File: src/rtl/uart_rx_defs.sv
// Shared defaults for the UART receive path (frame width, FIFO depth, error counters).
// Latency: none, constants only.
// Backpressure: not applicable.
package uart_rx_defs;

  localparam int DATA_WIDTH_DEF = 8;
  localparam int DEPTH_LOG2_DEF = 3;

  // Error event counters are 8 bits and stick at all-ones.
  localparam int                   ERR_CNT_W   = 8;
  localparam logic [ERR_CNT_W-1:0] ERR_CNT_SAT = 8'd255;

endpackage

File: src/rtl/uart_rx_err_counter.sv
// Rising-edge detector feeding a saturating event counter with synchronous clear.
// Latency: the count reflects an edge one cycle after the input rises.
// Backpressure: none; every edge is counted until the counter saturates.
module uart_rx_err_counter
  import uart_rx_defs::*;
(
  input  logic                 CLK,
  input  logic                 RST,
  input  logic                 err,
  input  logic                 clr,
  output logic [ERR_CNT_W-1:0] cnt
);

  logic err_prev;
  logic rise;

  assign rise = err & ~err_prev;

  // Previous value of the error input, used to find 0->1 transitions.
  always_ff @(posedge CLK or negedge RST) begin
    if (!RST) err_prev <= 1'b0;
    else      err_prev <= err;
  end

  // Count edges, hold at saturation; a clear coinciding with an edge leaves 1.
  always_ff @(posedge CLK or negedge RST) begin
    if (!RST) begin
      cnt <= '0;
    end else if (clr) begin
      cnt <= {{(ERR_CNT_W-1){1'b0}}, rise};
    end else if (rise && (cnt != ERR_CNT_SAT)) begin
      cnt <= cnt + 1'b1;
    end
  end

endmodule

File: src/rtl/uart_rx_fifo.sv
// UART receive FIFO with FWFT read port and sticky overflow/parity/stop status; UART_RX_FIFO_ERRCNT_EN adds error edge counters.
// Latency: a byte written in cycle N is presented on rd_data with rd_valid in cycle N+1.
// Backpressure: rd_ready holds the head; writes arriving while full (without a same-cycle pop) are dropped and flagged.
module uart_rx_fifo
  import uart_rx_defs::*;
#(
  parameter int DATA_WIDTH = DATA_WIDTH_DEF,
  parameter int DEPTH_LOG2 = DEPTH_LOG2_DEF
) (
  input  logic                  CLK,
  input  logic                  RST,
  input  logic [DATA_WIDTH-1:0] wr_data,
  input  logic                  wr_valid,
  input  logic                  par_err,
  input  logic                  stp_err,
  input  logic                  flush,
  input  logic                  clr_status,
  output logic [DATA_WIDTH-1:0] rd_data,
  output logic                  rd_valid,
  input  logic                  rd_ready,
  output logic                  full,
  output logic [DEPTH_LOG2:0]   fill_level,
  output logic                  ovf_flag,
  output logic                  par_err_flag,
  output logic                  stp_err_flag,
  output logic [ERR_CNT_W-1:0]  par_err_cnt,
  output logic [ERR_CNT_W-1:0]  stp_err_cnt
);

  localparam int                  DEPTH     = 1 << DEPTH_LOG2;
  localparam logic [DEPTH_LOG2:0] DEPTH_LVL = {1'b1, {DEPTH_LOG2{1'b0}}};

  logic [DATA_WIDTH-1:0] mem [DEPTH];
  logic [DEPTH_LOG2-1:0] wr_ptr;
  logic [DEPTH_LOG2-1:0] rd_ptr;
  logic                  pop;
  logic                  push;
  logic                  ovf_set;

  assign rd_valid = (fill_level != '0);
  assign full     = (fill_level == DEPTH_LVL);
  assign rd_data  = mem[rd_ptr];

  // A pop in the same cycle frees a slot, so a full FIFO can still accept.
  assign pop     = rd_valid & rd_ready;
  assign push    = wr_valid & (~full | pop);
  // Writes lost to a flush are intentional and do not count as overflow.
  assign ovf_set = wr_valid & full & ~pop & ~flush;

  // Storage: written on an accepted push; flush leaves contents untouched.
  always_ff @(posedge CLK or negedge RST) begin
    if (!RST) begin
      for (int i = 0; i < DEPTH; i++) mem[i] <= '0;
    end else if (push && !flush) begin
      mem[wr_ptr] <= wr_data;
    end
  end

  // Pointers and occupancy; flush wins over any push or pop.
  always_ff @(posedge CLK or negedge RST) begin
    if (!RST) begin
      wr_ptr     <= '0;
      rd_ptr     <= '0;
      fill_level <= '0;
    end else if (flush) begin
      wr_ptr     <= '0;
      rd_ptr     <= '0;
      fill_level <= '0;
    end else begin
      if (push) wr_ptr <= wr_ptr + 1'b1;
      if (pop)  rd_ptr <= rd_ptr + 1'b1;
      case ({push, pop})
        2'b10:   fill_level <= fill_level + 1'b1;
        2'b01:   fill_level <= fill_level - 1'b1;
        default: fill_level <= fill_level;
      endcase
    end
  end

  // Sticky status: a set in the same cycle as clr_status survives.
  always_ff @(posedge CLK or negedge RST) begin
    if (!RST) begin
      ovf_flag     <= 1'b0;
      par_err_flag <= 1'b0;
      stp_err_flag <= 1'b0;
    end else begin
      ovf_flag     <= ovf_set | (ovf_flag     & ~clr_status);
      par_err_flag <= par_err | (par_err_flag & ~clr_status);
      stp_err_flag <= stp_err | (stp_err_flag & ~clr_status);
    end
  end

`ifdef UART_RX_FIFO_ERRCNT_EN
  uart_rx_err_counter u_par_cnt (
    .CLK (CLK),
    .RST (RST),
    .err (par_err),
    .clr (clr_status),
    .cnt (par_err_cnt)
  );

  uart_rx_err_counter u_stp_cnt (
    .CLK (CLK),
    .RST (RST),
    .err (stp_err),
    .clr (clr_status),
    .cnt (stp_err_cnt)
  );
`else
  assign par_err_cnt = '0;
  assign stp_err_cnt = '0;
`endif

endmodule

File: config.mk
export PLATFORM = sky130hd
export DESIGN_NAME = uart_rx_fifo
export DESIGN_NICKNAME = d
export VERILOG_FILES = /design/src/rtl/uart_rx_defs.sv /design/src/rtl/uart_rx_err_counter.sv /design/src/rtl/uart_rx_fifo.sv
export SDC_FILE = /design/constraint.sdc
export NUM_CORES = 1
export LEC_CHECK = 0
export CAP_MARGIN = 20
export CORE_UTILIZATION = 47
export DETAILED_ROUTE_END_ITERATION = 7
export DONT_BUFFER_PORTS = 1
export PLACE_DENSITY = 0.7
export SLEW_MARGIN = 10
export SYNTH_ARGS = -nofsm -noshare
export SYNTH_HDL_FRONTEND = slang
export SYNTH_SLANG_ARGS = --single-unit
File: constraint.sdc
create_clock -name CLK -period 3.13 [get_ports CLK]
set_input_delay 0.626 -clock CLK [delete_from_list [all_inputs] [get_ports CLK]]
set_output_delay 0.626 -clock CLK [all_outputs]
set_load 0.005 [all_outputs]
==> metrics.txt <==
Max stage delay cell, worst path=or4_1; worst hold slack=0.136 ns; nets@finish=291; die extent in x=93.2 µm; Max Cap Violations=0; Final Setup Violations=0; Core ar.=7890 µm²; HP Class=in -> async; pre-CTS WS=0.531 ns; CP bufs+invs=1; Pwr Density=751 nW/µm²; Yosys reg bits=77; Worst Path Arrival=2.87 ns; chip height=93.2 µm; Ports=49; worst vdd ir=413 µV; required time of the critical path=3.37 ns; leakage power=1.89 nW; post-synthesis instance area=3910 µm²; met3 routed WL=302 µm; DRC=0; # clock sinks=77; Setup CP Type=reg -> reg; design area=4190 µm²; row cnt=32; number of enable flip-flop cells after synthesis=0; Max Used Layer=met4; Worst-Margin Slew=0.784 ns; WL final=7000 µm; overall routing resource usage=17.9%; final hold viol count=0; clock-pin transition on the worst setup and hold timing paths=0.08 ns; I/O Buffers=0; top cell type's share of synthesized area=49.3%; Post-DP Area=3920 µm²; first-pass GRT wire length=11500 µm; R2R setup slack=0.50 ns; initial drt markers=112; die area=8690 µm²; fin. max-slew vios=0; Yosys warning count=0; H-tree depth=3; setup repair after global routing missed its margin=false; Worst Setup Start Kind=flip-flop; largest area contributor in the netlist=dfrtp_1; ys flop type=dfrtp_1; status=completed; Setup TNS Final=0 ns; Met1 Wirelength=3420 µm; Starting Density=49.6%; vias in the first global route=2153; Max Fanout on Critical Path=8; Tcrit/Tclk final=84.0%; initial antenna violation count=0; Setup crit end kind=flip-flop; total CTS buffers=9; CP top delay family=simple AND/OR/NAND/NOR gates; share of layout cells above drive strength 1=42.4%; Clock Skew=0.00716 ns; ANT cells=0; Avg Inst Size Synth=14.4 µm²; vias post-DR=2125; Area Growth Syn to Fin=7.07%; cells after synthesis=272; worst-path cell chain=or4_1 > nand2_1 > inv_1 > ha_1 > nand2_1 > a21boi_0 > o32a_1 > a221o_1; commonest non-fill, non-tap cell in the layout=dfrtp_1; total gr overflow=0; post-DR wirelength/cell=18.5 µm; Clock Path Buffers=2; metal2 WL=3220 µm; Slew HR=47.5%; commonest non-fill, non-tap cells in the layout=dfrtp_1, mux2_2, mux4_2, conb_1, nor2_1; Netlist cell types=45; Root Buffer=clkbuf_8; largest net degree at the start of global routing=78; TritonCTS clock tree=yes; Final ANT Viol Nets=0; Placer Congestion=0.758; CP peak stage delay=0.70 ns; Vias/cell=5.62; Area contributors post-synth=dfrtp_1, mux2_2, mux4_2; worst-skew pair later-pin latency=0.35 ns; sequential area share after synthesis=49.3%; Highest Clock Rate=380 MHz; drt first pass iters=4; share of flip-flops with an asynchronous set or reset=100%; Final HPWL DP=4430 µm; Final min period=2.63 ns; Setup WS post-layout=0.500 ns; Most common cell on crit path=nand2_1; post-layout util=53.1%
[sequential cells by signal (all words and copies together) (netlist names)]
signal	count
fill_level	4
wr_ptr	3
ovf_flag	1
mem	64
stp_err_flag	1
rd_ptr	3
par_err_flag	1
[worst register-to-register path, delay by kind of cell, from the launching register on]
family / cells / cell delay, ns
AOI/OAI and AO/OA: 3 / 0.68
adders and majority gates: 1 / 0.33
buffers and inverters: 1 / 0.06
DFF: 1 / 0.48
and+or+nand+nor: 3 / 0.96
[synth_stat cells (2+ instances only)]
cell      count
a21o_1        2
a21oi_1       5
buf_1         3
buf_2         5
buf_4        16
buf_6         3
clkbuf_1      3
dfrtp_1      77
ha_1          4
inv_1         5
mux2_1        2
mux2_2       70
mux4_2       16
nand2_1       6
nand3_1       4
nand3_4       2
nor2_1       11
nor4_4        2
nor4b_4       2
or2_2         2
or3_1         2
xor2_1        7
[kinds of logic after synthesis]
logic type	count (synthesis)	synth area share, %
flip-flops	77	49.3
XOR/XNOR	8	1.79
buffers and inverters	35	5.63
AO/OA/AOI/OAI	18	3.52
AND/OR/NAND/NOR	40	8.19
adder cells (fa/ha/maj)	4	1.28
multiplexers	89	30.2
other	1	0.0959
[per-layer routing]
layer  vias to the layer above  global-route usage, %
li1                        968                      -
met1                      1102                   25.0
met2                        48                   27.3
met3                         7                   5.69
met4                         0                   4.62
met5                         -                      0
[report_power, final]
| group | internal [mW] | total [mW] | switching, mW |
|---|---|---|---|
| logic | 0.495 | 0.863 | 0.368 |
| registers | 1.22 | 1.39 | 0.175 |
| clock network | 0.530 | 0.893 | 0.363 |
| total | 2.24 | 3.15 | 0.906 |
[repair_timing]
action	in CTS	in global routing
endpoints found under the hold margin	77	0
hold buffers	1	0
setup buffers	0	0
gates resized for setup	0	0
[metrics by stage]
stage | instances | power (mW)
after CTS | 378 | 3.18
after detailed placement | 361 | 2.26
after global placement | 361 | 2.23
final | 378 | 3.15
after floorplan | 287 | 2.11
after global routing | 378 | 3.32
[layout make-up]
class	instances	area (µm²)
inverter	5	18.8
sequential	77	1930
clock inverter	6	111
timing repair buffer	3	55.1
clock buffer	10	128
multi-input combinational	175	1820
tap	102	128
fill	660	3700
[path summary, 6_finish.rpt]
kind	startpoint	end	cells past startpoint
hold / removal	RST	mem[30]$_DFFE_PN0P_	1
setup reg to reg	fill_level[2]$_DFFE_PN0P_	fill_level[3]$_DFFE_PN0P_	8
setup / recovery	fill_level[2]$_DFFE_PN0P_	fill_level[3]$_DFFE_PN0P_	8
hold reg to reg	mem[19]$_DFFE_PN0P_	mem[19]$_DFFE_PN0P_	1
max in group asynchronous	RST	mem[48]$_DFFE_PN0P_	1
min in group CLK	flush	rd_ptr[1]$_DFFE_PN0P_	1
Note: power is estimated with default switching activity, not from simulation.
